===== config.mk =====
export PLATFORM = sky130hd
export DESIGN_NAME = time_set_ctrl
export DESIGN_NICKNAME = d
export VERILOG_FILES = /design/src/rtl/time_ctrl_pkg.sv /design/src/rtl/btn_repeat.sv /design/src/rtl/time_set_ctrl.sv
export SDC_FILE = /design/constraint.sdc
export NUM_CORES = 1
export LEC_CHECK = 0
export CORE_MARGIN = 3
export CORE_UTILIZATION = 54
export CTS_CLUSTER_DIAMETER = 30
export CTS_CLUSTER_SIZE = 8
export DETAILED_ROUTE_END_ITERATION = 16
export GPL_ROUTABILITY_DRIVEN = 0
export PLACE_DENSITY_LB_ADDON = 0.08
export SETUP_SLACK_MARGIN = 0.02
export SYNTH_ARGS = -nofsm -noshare
export SYNTH_HDL_FRONTEND = slang
export SYNTH_SLANG_ARGS = --single-unit

===== constraint.sdc =====
create_clock -name clk -period 3.1 [get_ports clk]
set_input_delay 0.465 -clock clk [delete_from_list [all_inputs] [get_ports clk]]
set_output_delay 0.465 -clock clk [all_outputs]
set_load 0.05 [all_outputs]

===== src/rtl/time_ctrl_pkg.sv =====
// ---------------------------------------------------------------------------
// time_ctrl_pkg
// Shared types and constants for the time-setting controller:
//   state_t      : controller FSM states (RUN and the three edit states)
//   FIELD_*      : encodings driven on set_field
//   MAX_HR       : highest hour value (23); wraps to 0
//   MAX_MIN_SEC  : highest minute/second value (59); wraps to 0
//   inc_hr / inc_min_sec : wrapping increment helpers for the shadow fields
// ---------------------------------------------------------------------------
package time_ctrl_pkg;

  localparam int SEC_W = 6;
  localparam int MIN_W = 6;
  localparam int HR_W  = 5;

  localparam logic [HR_W-1:0]  MAX_HR      = 5'd23;
  localparam logic [SEC_W-1:0] MAX_MIN_SEC = 6'd59;

  typedef enum logic [1:0] {
    RUN     = 2'd0,
    SET_HR  = 2'd1,
    SET_MIN = 2'd2,
    SET_SEC = 2'd3
  } state_t;

  localparam logic [1:0] FIELD_NONE = 2'b00;
  localparam logic [1:0] FIELD_HR   = 2'b01;
  localparam logic [1:0] FIELD_MIN  = 2'b10;
  localparam logic [1:0] FIELD_SEC  = 2'b11;

  // '>=' rather than '==' so an out-of-range value captured from the live
  // counter still recovers to 0 on the next increment.
  function automatic logic [HR_W-1:0] inc_hr(input logic [HR_W-1:0] v);
    return (v >= MAX_HR) ? '0 : v + 1'b1;
  endfunction

  function automatic logic [SEC_W-1:0] inc_min_sec(input logic [SEC_W-1:0] v);
    return (v >= MAX_MIN_SEC) ? '0 : v + 1'b1;
  endfunction

endpackage


===== src/rtl/btn_repeat.sv =====
// ---------------------------------------------------------------------------
// btn_repeat
// Rising-edge detector with hold-to-repeat for a debounced, synchronised
// button level. An event is produced on the press edge, then REPEAT_DLY
// cycles later if still held, then every REPEAT_PER cycles while held.
// Ports:
//   clk      in  system clock, rising edge
//   rst      in  asynchronous active-low reset
//   i_btn    in  button level
//   i_clr    in  restart the repeat timing from the initial delay
//   o_event  out one-cycle event (combinational from i_btn and state)
// ---------------------------------------------------------------------------
module btn_repeat #(
  parameter logic [31:0] REPEAT_DLY = 32'd50_000_000,
  parameter logic [31:0] REPEAT_PER = 32'd10_000_000
) (
  input  logic clk,
  input  logic rst,
  input  logic i_btn,
  input  logic i_clr,
  output logic o_event
);

  localparam logic [31:0] MAX_P = (REPEAT_DLY > REPEAT_PER) ? REPEAT_DLY : REPEAT_PER;
  localparam int          CNT_W = $clog2(MAX_P + 32'd1);

  logic             r_armed;     // low for the first cycle after reset
  logic             r_btn_d;
  logic             r_active;    // held since a real press edge
  logic             r_rep_phase; // 0: waiting REPEAT_DLY, 1: repeating at REPEAT_PER
  logic [CNT_W-1:0] r_cnt;

  logic             w_edge;
  logic             w_rep;
  logic [CNT_W-1:0] w_cnt_inc;
  logic [31:0]      w_target;

  // A button already high when reset releases is neither an edge nor a hold.
  assign w_edge    = r_armed & i_btn & ~r_btn_d;
  assign w_cnt_inc = r_cnt + 1'b1;
  assign w_target  = r_rep_phase ? REPEAT_PER : REPEAT_DLY;
  assign w_rep     = r_active & i_btn & (32'(w_cnt_inc) == w_target);
  assign o_event   = w_edge | w_rep;

  always_ff @(posedge clk or negedge rst) begin
    if (!rst) begin
      r_armed     <= 1'b0;
      r_btn_d     <= 1'b0;
      r_active    <= 1'b0;
      r_rep_phase <= 1'b0;
      r_cnt       <= '0;
    end else begin
      r_armed <= 1'b1;
      r_btn_d <= i_btn;
      if (!i_btn) begin
        r_active    <= 1'b0;
        r_rep_phase <= 1'b0;
        r_cnt       <= '0;
      end else if (w_edge) begin
        r_active    <= 1'b1;
        r_rep_phase <= 1'b0;
        r_cnt       <= '0;
      end else if (i_clr) begin
        // keep r_active: a continued hold repeats again after REPEAT_DLY
        r_rep_phase <= 1'b0;
        r_cnt       <= '0;
      end else if (w_rep) begin
        r_rep_phase <= 1'b1;
        r_cnt       <= '0;
      end else if (r_active) begin
        r_cnt <= w_cnt_inc;
      end
    end
  end

endmodule


===== src/rtl/time_set_ctrl.sv =====
// ---------------------------------------------------------------------------
// time_set_ctrl
// Setting controller for the hr:min:sec counter. A mode press walks
// RUN -> SET_HR -> SET_MIN -> SET_SEC -> RUN; inc presses/holds edit the
// selected shadow field with wrap. Leaving SET_SEC issues a one-cycle load
// of the shadow values; an idle timeout in any SET state abandons the edit.
// Ports:
//   clk, rst                 clock (rising edge), async active-low reset
//   btn_mode, btn_inc        debounced, synchronised button levels
//   cur_hr/cur_min/cur_sec   live counter value, captured on entering SET_HR
//   cnt_en                   counter enable, high only in RUN
//   load                     one-cycle load pulse for ld_*
//   ld_hr/ld_min/ld_sec      shadow values
//   set_field                field being edited (one-to-one with FSM state,
//                            so it doubles as the state debug view)
//   blink                    blink for the edited field, 0 in RUN
// ---------------------------------------------------------------------------
module time_set_ctrl
  import time_ctrl_pkg::*;
#(
  parameter logic [31:0] REPEAT_DLY = 32'd50_000_000,
  parameter logic [31:0] REPEAT_PER = 32'd10_000_000,
  parameter logic [31:0] TIMEOUT    = 32'd500_000_000,
  parameter logic [31:0] BLINK_PER  = 32'd25_000_000
) (
  input  logic             clk,
  input  logic             rst,
  input  logic             btn_mode,
  input  logic             btn_inc,
  input  logic [SEC_W-1:0] cur_sec,
  input  logic [MIN_W-1:0] cur_min,
  input  logic [HR_W-1:0]  cur_hr,
  output logic             cnt_en,
  output logic             load,
  output logic [SEC_W-1:0] ld_sec,
  output logic [MIN_W-1:0] ld_min,
  output logic [HR_W-1:0]  ld_hr,
  output logic [1:0]       set_field,
  output logic             blink
);

  localparam int TO_W = $clog2(TIMEOUT + 32'd1);
  localparam int BL_W = $clog2(BLINK_PER + 32'd1);

  state_t           r_state;
  state_t           w_state_next;
  logic             r_armed;
  logic             r_mode_d;
  logic             r_load;
  logic             r_blink;
  logic [TO_W-1:0]  r_to_cnt;
  logic [BL_W-1:0]  r_bl_cnt;
  logic [SEC_W-1:0] r_ld_sec;
  logic [MIN_W-1:0] r_ld_min;
  logic [HR_W-1:0]  r_ld_hr;

  logic w_mode_edge;
  logic w_inc_event;
  logic w_to_hit;
  logic w_bl_hit;
  logic w_timeout;
  logic w_state_change;

  assign w_mode_edge = r_armed & btn_mode & ~r_mode_d;

  // Repeat timing restarts on every state change so a held inc does not
  // leak into the newly selected field before the full initial delay.
  btn_repeat #(
    .REPEAT_DLY (REPEAT_DLY),
    .REPEAT_PER (REPEAT_PER)
  ) u_inc_rep (
    .clk     (clk),
    .rst     (rst),
    .i_btn   (btn_inc),
    .i_clr   (w_state_change),
    .o_event (w_inc_event)
  );

  assign w_to_hit = (32'(r_to_cnt) == TIMEOUT - 32'd1);
  assign w_bl_hit = (32'(r_bl_cnt) == BLINK_PER - 32'd1);

  always_comb begin
    w_state_next = r_state;
    w_timeout    = 1'b0;
    if ((r_state != RUN) && !w_mode_edge && !w_inc_event && w_to_hit) begin
      w_timeout = 1'b1;
    end
    case (r_state)
      RUN:     if (w_mode_edge) w_state_next = SET_HR;
      SET_HR:  if (w_mode_edge) w_state_next = SET_MIN;
               else if (w_timeout) w_state_next = RUN;
      SET_MIN: if (w_mode_edge) w_state_next = SET_SEC;
               else if (w_timeout) w_state_next = RUN;
      SET_SEC: if (w_mode_edge || w_timeout) w_state_next = RUN;
      default: w_state_next = RUN;
    endcase
  end

  assign w_state_change = (w_state_next != r_state);

  always_ff @(posedge clk or negedge rst) begin
    if (!rst) begin
      r_state  <= RUN;
      r_armed  <= 1'b0;
      r_mode_d <= 1'b0;
      // Only a mode press out of SET_SEC commits; a timeout exit does not.
      r_load   <= 1'b0;
    end else begin
      r_state  <= w_state_next;
      r_armed  <= 1'b1;
      r_mode_d <= btn_mode;
      r_load   <= (r_state == SET_SEC) && w_mode_edge;
    end
  end

  // Idle timer: only advances while sitting in a SET state with no activity.
  always_ff @(posedge clk or negedge rst) begin
    if (!rst) begin
      r_to_cnt <= '0;
    end else if ((r_state == RUN) || w_state_change || w_mode_edge || w_inc_event) begin
      r_to_cnt <= '0;
    end else begin
      r_to_cnt <= r_to_cnt + 1'b1;
    end
  end

  // Blink restarts high whenever a new field is selected.
  always_ff @(posedge clk or negedge rst) begin
    if (!rst) begin
      r_blink  <= 1'b0;
      r_bl_cnt <= '0;
    end else if (w_state_next == RUN) begin
      r_blink  <= 1'b0;
      r_bl_cnt <= '0;
    end else if (w_state_change) begin
      r_blink  <= 1'b1;
      r_bl_cnt <= '0;
    end else if (w_bl_hit) begin
      r_blink  <= ~r_blink;
      r_bl_cnt <= '0;
    end else begin
      r_bl_cnt <= r_bl_cnt + 1'b1;
    end
  end

  // Shadow registers: capture on entry to editing, then wrap-increment the
  // selected field. A mode press in the same cycle as inc drops the inc.
  always_ff @(posedge clk or negedge rst) begin
    if (!rst) begin
      r_ld_hr  <= '0;
      r_ld_min <= '0;
      r_ld_sec <= '0;
    end else if (r_state == RUN) begin
      if (w_mode_edge) begin
        r_ld_hr  <= cur_hr;
        r_ld_min <= cur_min;
        r_ld_sec <= cur_sec;
      end
    end else if (w_inc_event && !w_mode_edge) begin
      case (r_state)
        SET_HR:  r_ld_hr  <= inc_hr(r_ld_hr);
        SET_MIN: r_ld_min <= inc_min_sec(r_ld_min);
        SET_SEC: r_ld_sec <= inc_min_sec(r_ld_sec);
        default: ;
      endcase
    end
  end

  always_comb begin
    set_field = FIELD_NONE;
    case (r_state)
      SET_HR:  set_field = FIELD_HR;
      SET_MIN: set_field = FIELD_MIN;
      SET_SEC: set_field = FIELD_SEC;
      default: set_field = FIELD_NONE;
    endcase
  end

  assign cnt_en = (r_state == RUN);
  assign load   = r_load;
  assign blink  = r_blink;
  assign ld_hr  = r_ld_hr;
  assign ld_min = r_ld_min;
  assign ld_sec = r_ld_sec;

endmodule


* Yosys cells after proc, flatten, opt, wreduce, memory -nomap -nowiden *
Cells that the tools add are included.

word-level totals
  flip-flop bits (word level) = 106
  input port bits = 21
  output and inout bits = 22
  logic and storage cells = 108

operators by class
  add/sub/neg operators = 6
  magnitude comparators = 3
  eq/ne operators = 11
  muxes and demuxes = 42
  bitwise gates (word level) = 10
  reductions and logical operators = 22

operator list
  operator                                                                  count
  26-bit 2-to-1 mux                                                         6
  25-bit 2-to-1 mux                                                         3
  6-bit 2-to-1 mux                                                          10
  26-bit by 32-bit == test with 1-bit output                                1
  29-bit by 1-bit adder with 29-bit output (second input constant)          1
  29-bit == test (second input constant)                                    1
  29-bit 2-to-1 mux                                                         1
  26-bit by 1-bit adder with 26-bit output (second input constant)          1
  25-bit by 1-bit adder with 25-bit output (second input constant)          1
  25-bit == test (second input constant)                                    1
  5-bit 2-to-1 mux                                                          5
  6-bit by 1-bit adder with 6-bit output (second input constant)            2
  6-bit greater-or-equal comparator (second input constant)                 2
  1-bit 2-to-1 mux                                                          10
  2-bit 2-to-1 mux                                                          5
  2-bit nonzero test                                                        5
  3-bit AND reduction                                                       3
  2-bit case mux with 4 select lines                                        1
  1-bit AND                                                                 6
  2-bit case mux with 3 select lines                                        1
  5-bit by 1-bit adder with 5-bit output (second input constant)            1
  5-bit greater-or-equal comparator (second input constant)                 1
  1-bit logical AND                                                         5
  5-bit by 1-bit inequality test with 1-bit output (second input constant)  1
  11 further kinds                                                          20

* Longest topological paths before layout *
  depth after elaboration = 16
  gate-level depth with buffers = 14
  depth with buffers taken out = 10

* By module *
From an unflattened synthesis, not the netlist that was laid out.

second synthesis, totals
  cells, all modules = 690
  area, all modules = 6284.8 sq um

by module, submodules not included
  module         times used  cells each  area an instance (sq um)  sequential area each (sq um)
  time_set_ctrl  1           443         4179.0                    1926.8
  btn_repeat     1           247         2105.8                    750.7

* Worst setup path after synthesis *
No wires, ideal clock.

  path kind = flip-flop to flip-flop
  start point = register r_state[1]
  end point = register u_inc_rep.r_cnt[5]
  setup time = 0.082 ns
  arrival time = 3.031 ns
  data required time = 3.018 ns
  setup slack = -0.013 ns
  stages on the path, launching flop included = 14
  buffers on the path = 3
  cell sequence = dfrtp_1 inv_1 ha_1 clkbuf_1 nor2_1 o21ai_0 a21boi_0 a211oi_1 nand2_1 nor3_1 clkbuf_1 buf_1 nand2_1 o22ai_1

RTL lines
  element                               line                  source
  from (decl)                           time_set_ctrl.sv:45   state_t r_state;
  from (signal assigned)                time_set_ctrl.sv:109  r_state <= w_state_next;
  2-bit logical NOT *                   --
  via cnt_en                            time_set_ctrl.sv:33   output logic cnt_en,
  2-bit case mux with 4 select lines *  time_set_ctrl.sv:88   case (r_state)
  2-bit inequality test *               time_set_ctrl.sv:99   assign w_state_change = (w_state_next != r_state);
  26-bit 2-to-1 mux                     btn_repeat.sv:63      end else if (i_clr) begin
  26-bit 2-to-1 mux                     btn_repeat.sv:59      end else if (w_edge) begin
  26-bit 2-to-1 mux                     btn_repeat.sv:55      if (!i_btn) begin
  to (signal assigned)                  btn_repeat.sv:71      r_cnt <= w_cnt_inc;
  to (decl)                             btn_repeat.sv:31      logic [CNT_W-1:0] r_cnt;

Mark *: on every way through the listed nets, which the timed path passes. The rest lies on a longest branch.
A chain may end at the register's enable or synchronous reset.

* Final worst setup path *
  start point = register u_inc_rep.r_cnt[7]
  end point = register r_ld_sec[0], in the netlist ld_sec[0]

on the way
  longest elaborated chain between the ends = 7

RTL lines
  element                                     line                  source
  26-bit by 1-bit adder with 26-bit output    btn_repeat.sv:40      assign w_cnt_inc = r_cnt + 1'b1;
  26-bit by 32-bit == test with 1-bit output  btn_repeat.sv:42      assign w_rep = r_active & i_btn & (32'(w_cnt_inc) == w_target);
  1-bit AND                                   btn_repeat.sv:42
  1-bit bitwise OR                            btn_repeat.sv:43      assign o_event = w_edge | w_rep;
  1-bit logical AND                           time_set_ctrl.sv:159  end else if (w_inc_event && !w_mode_edge) begin
  2-bit nonzero test (no source line)         --
  3-bit AND reduction (no source line)        --
  to (signal assigned)                        time_set_ctrl.sv:157  r_ld_sec <= cur_sec;
  to (signal assigned)                        time_set_ctrl.sv:163  SET_SEC: r_ld_sec <= inc_min_sec(r_ld_sec);
  to (decl)                                   time_set_ctrl.sv:53   logic [SEC_W-1:0] r_ld_sec;

No other way between the ends.

==> reports/metrics.json <==
{
  "totalNegativeSetupSlack": {"value": 0, "unit": "ps"},
  "cts_tree": {"value": "yes"},
  "final_core_util": {"value": 69.2, "unit": "%"},
  "fp-row-count": {"value": 39},
  "number_of_buffers_added_on_ports": {"value": 42},
  "placedCellCount": {"value": 927},
  "drc": {"value": 0},
  "max_slew.worst_pin.slew": {"value": 705, "unit": "ps"},
  "cts_buffers": {"value": 9},
  "cts.sink_count": {"value": 106},
  "dp_hpwl": {"value": 10.8, "unit": "mm"},
  "worst_skew_pair.late_latency": {"value": 360, "unit": "ps"},
  "grt_setup_unrepaired": {"value": "yes"},
  "max-clock-path-buffers": {"value": 2},
  "ys_dominant_reg_cell": {"value": "dfrtp_1"},
  "preCtsSetupSlack": {"value": -129, "unit": "ps"},
  "synth.largest_area_cell": {"value": "dfrtp_1"},
  "core_area": {"value": 0.0115, "unit": "sq mm"},
  "die_w": {"value": 115, "unit": "microns"},
  "post_cts_hold_buffer_count": {"value": 0},
  "num_vias": {"value": 5814},
  "final_layout_size_suffix_gt1_share": {"value": 17.3, "unit": "%"},
  "num-fill-cells": {"value": 912},
  "path_max_fanout": {"value": 8},
  "synth_cell_type_count": {"value": 76},
  "run_status": {"value": "finished, final reports clean"},
  "synth.area.top_cells": {"value": "dfrtp_1 (41%), nor2_1 (4.5%), xor2_1 (4.4%)"},
  "yosys.cell_count.top_type": {"value": "dfrtp_1"},
  "floorplan.initialDensity": {"value": 55.6, "unit": "%"},
  "critPathLaunchType": {"value": "flop"},
  "final_max_slew_viol_count": {"value": 0},
  "global_route_wire_length_before_repair": {"value": 26.8, "unit": "mm"},
  "worst_ep_required_time": {"value": 3350, "unit": "ps"},
  "syn-num-nets": {"value": 753},
  "synthesis.area": {"value": 0.00640, "unit": "sq mm"},
  "hold_class": {"value": "input pin to async pin"},
  "num_io_pins": {"value": 43},
  "clock.fmax": {"value": 0.328, "unit": "GHz"},
  "power_per_cell_area": {"value": 645, "unit": "mW/mm^2"},
  "dieHeight": {"value": 115, "unit": "microns"},
  "post-route-worst-setup-slack": {"value": 50.8, "unit": "ps"},
  "synth_enable_flop_cells": {"value": 0},
  "leakagePower": {"value": 3.26, "unit": "nW"},
  "first_global_vias": {"value": 5703},
  "cp.arrival": {"value": 3300, "unit": "ps"},
  "area.growth.synth_to_final": {"value": 24.5, "unit": "%"},
  "setup-violations-final": {"value": 0},
  "syn-instance-count": {"value": 721},
  "worst-setup-path-type": {"value": "flop to flop"},
  "detailedRoute.firstPassIterationCount": {"value": 5},
  "worst_clock_skew": {"value": 9.00, "unit": "ps"},
  "finalNonFillerCells": {"value": 954},
  "h-tree-depth": {"value": 3},
  "hold_ws": {"value": 150, "unit": "ps"},
  "detail_route.wl_per_cell": {"value": 16.6, "unit": "microns"},
  "synth-seq-area-share": {"value": 41.4, "unit": "%"},
  "max_cap_viol_count": {"value": 0},
  "design.final.nets": {"value": 838},
  "max_slew_margin": {"value": 52.6, "unit": "%"},
  "via_per_inst": {"value": 6.09},
  "grt_start_max_net_pins": {"value": 56},
  "synth_seq_cells": {"value": 106},
  "synth.yosys.warnings": {"value": 0},
  "drtIter0Drc": {"value": 490},
  "timing.final.crit_share": {"value": 98.4, "unit": "%"},
  "fp.dieArea": {"value": 0.0132, "unit": "sq mm"},
  "grtUsageTotal": {"value": 24.6, "unit": "%"},
  "insertedDiodeCount": {"value": 0},
  "routed_wirelength": {"value": 15.8, "unit": "mm"},
  "finalCriticalPeriod": {"value": 3050, "unit": "ps"},
  "asyncSetResetFlopFracSynth": {"value": 100, "unit": "%"},
  "overflow": {"value": 0},
  "antenna_left": {"value": 0},
  "grt_antenna_before_repair": {"value": 0},
  "postSynthAreaPerCell": {"value": 8.88, "unit": "sq um"},
  "root_buffer": {"value": "clkbuf_16"},
  "clkTransAtPathRegs": {"value": 80, "unit": "ps"},
  "peakVddDrop": {"value": 0.617, "unit": "mV"},
  "timing_hold_violations_final": {"value": 0},
  "synth_top_area_share": {"value": 41.4, "unit": "%"},
  "critical_path.endpoint_type": {"value": "flop"},
  "netlist_top_cells_count": {"value": "dfrtp_1 (106), nor2_1 (76), nand2_1 (71)"}
}
[area by class of cell]
class                      instances  area, sq um  area share, %
clock buffer                       9          225           2.83
clock inverter                     7          103           1.29
inverter                          25         93.8           1.18
multi-input combinational        552         3710           46.5
sequential                       106         2660           33.4
tap                              143          179           2.24
timing repair buffer             112         1000           12.6
[registers in the layout, summed over array words and instances (netlist names)]
signal and flops:
u_inc_rep.r_active 1, ld_min 6, ld_hr 5, ld_sec 6
u_inc_rep.r_btn_d 1, r_bl_cnt 25, u_inc_rep.r_rep_phase 1, u_inc_rep.r_cnt 26
r_to_cnt 29, r_state 2, r_mode_d 1, u_inc_rep.r_armed 1
load 1, blink 1
[worst max-delay path, cell delays in order, from the launching register on]
cell and delay (ps):
dfrtp_1 410, buf_6 150, nand4_1 190, nor3_2 320, xor2_1 260, o21ai_2 110, nor4_4 340, o211ai_1 200
buf_4 210, a311o_1 430, mux2_4 320
[metal layers]
metal	up-vias	GRT usage (%)	part of all wire, %
li1	2812	-	-
met1	2832	32.3	45
met2	147	41.2	49
met3	23	5.53	4.1
met4	0	6.73	1.5
met5	-	0	0
[layout by cell type, fill, tap and decap left out, drive strengths merged, types with 9 or more instances in the layout]
cell / synthesis / final
nor2: 76 / 76
xnor2: 24 / 24
o211ai: 11 / 11
a31oi: 28 / 28
a21oi: 14 / 14
and4: 9 / 9
nor3: 44 / 44
and2: 10 / 10
o21ai: 22 / 22
nor4: 12 / 12
nand4: 16 / 16
dfrtp: 106 / 106
inv: 25 / 29
nand3: 49 / 49
xor2: 32 / 32
clkdlybuf4s50: 0 / 41
nand2: 72 / 72
nand3b: 9 / 9
and3: 19 / 19
clkbuf: 19 / 9
ha: 11 / 11
buf: 19 / 71
[through the flow]
stage	area [sq um]	total power, mW
2_1_floorplan	6410	3.14
3_3_place_gp	7320	3.78
3_5_place_dp	7320	3.83
4_1_cts	7750	5.11
5_1_grt	7970	5.44
6_report	7970	5.14
[cell families (layout without fill, tap and decap cells)]
family | count (synthesis) | after routing | share of synthesized area (%)
AND/OR/NAND/NOR | 341 | 341 | 27.7
AO/OA/AOI/OAI | 136 | 136 | 15.3
flip-flops | 106 | 106 | 41.4
buffers and inverters | 63 | 153 | 4.40
XOR/XNOR | 56 | 56 | 7.66
adder cells (fa/ha/maj) | 11 | 11 | 2.15
multiplexers | 7 | 7 | 1.33
other | 1 | 1 | 0.0586
[worst paths after layout]
| path | from | to | slack (ps) | depth (start not counted) |
|---|---|---|---|---|
| max | u_inc_rep.r_cnt[7] | ld_sec[0] | 50 | 10 |
| min | rst | r_bl_cnt[14] | 150 | 1 |
| max reg2reg | u_inc_rep.r_cnt[7] | ld_sec[0] | 50 | 10 |
| min reg2reg | r_bl_cnt[0] | r_bl_cnt[0] | 490 | 1 |
| max in group asynchronous | rst | u_inc_rep.r_cnt[1] | 2200 | 2 |
| min in group clk | r_bl_cnt[0] | r_bl_cnt[0] | 490 | 1 |
[report_power, final]
part / internal [mW] / total (mW) / switching, mW
combinational: 0.778 / 2.19 / 1.42
sequential: 1.52 / 1.70 / 0.184
clock: 0.658 / 1.25 / 0.588
total: 2.95 / 5.14 / 2.19
[repair_timing]
action / in CTS / in global routing
gates resized for setup: 12 / 51
endpoints found under the setup margin: 38 / 84
gates cloned: 1 / 0
buffers inserted: 5 / 6
pin swaps: 4 / 22
Power figures use the tool's default switching activity.
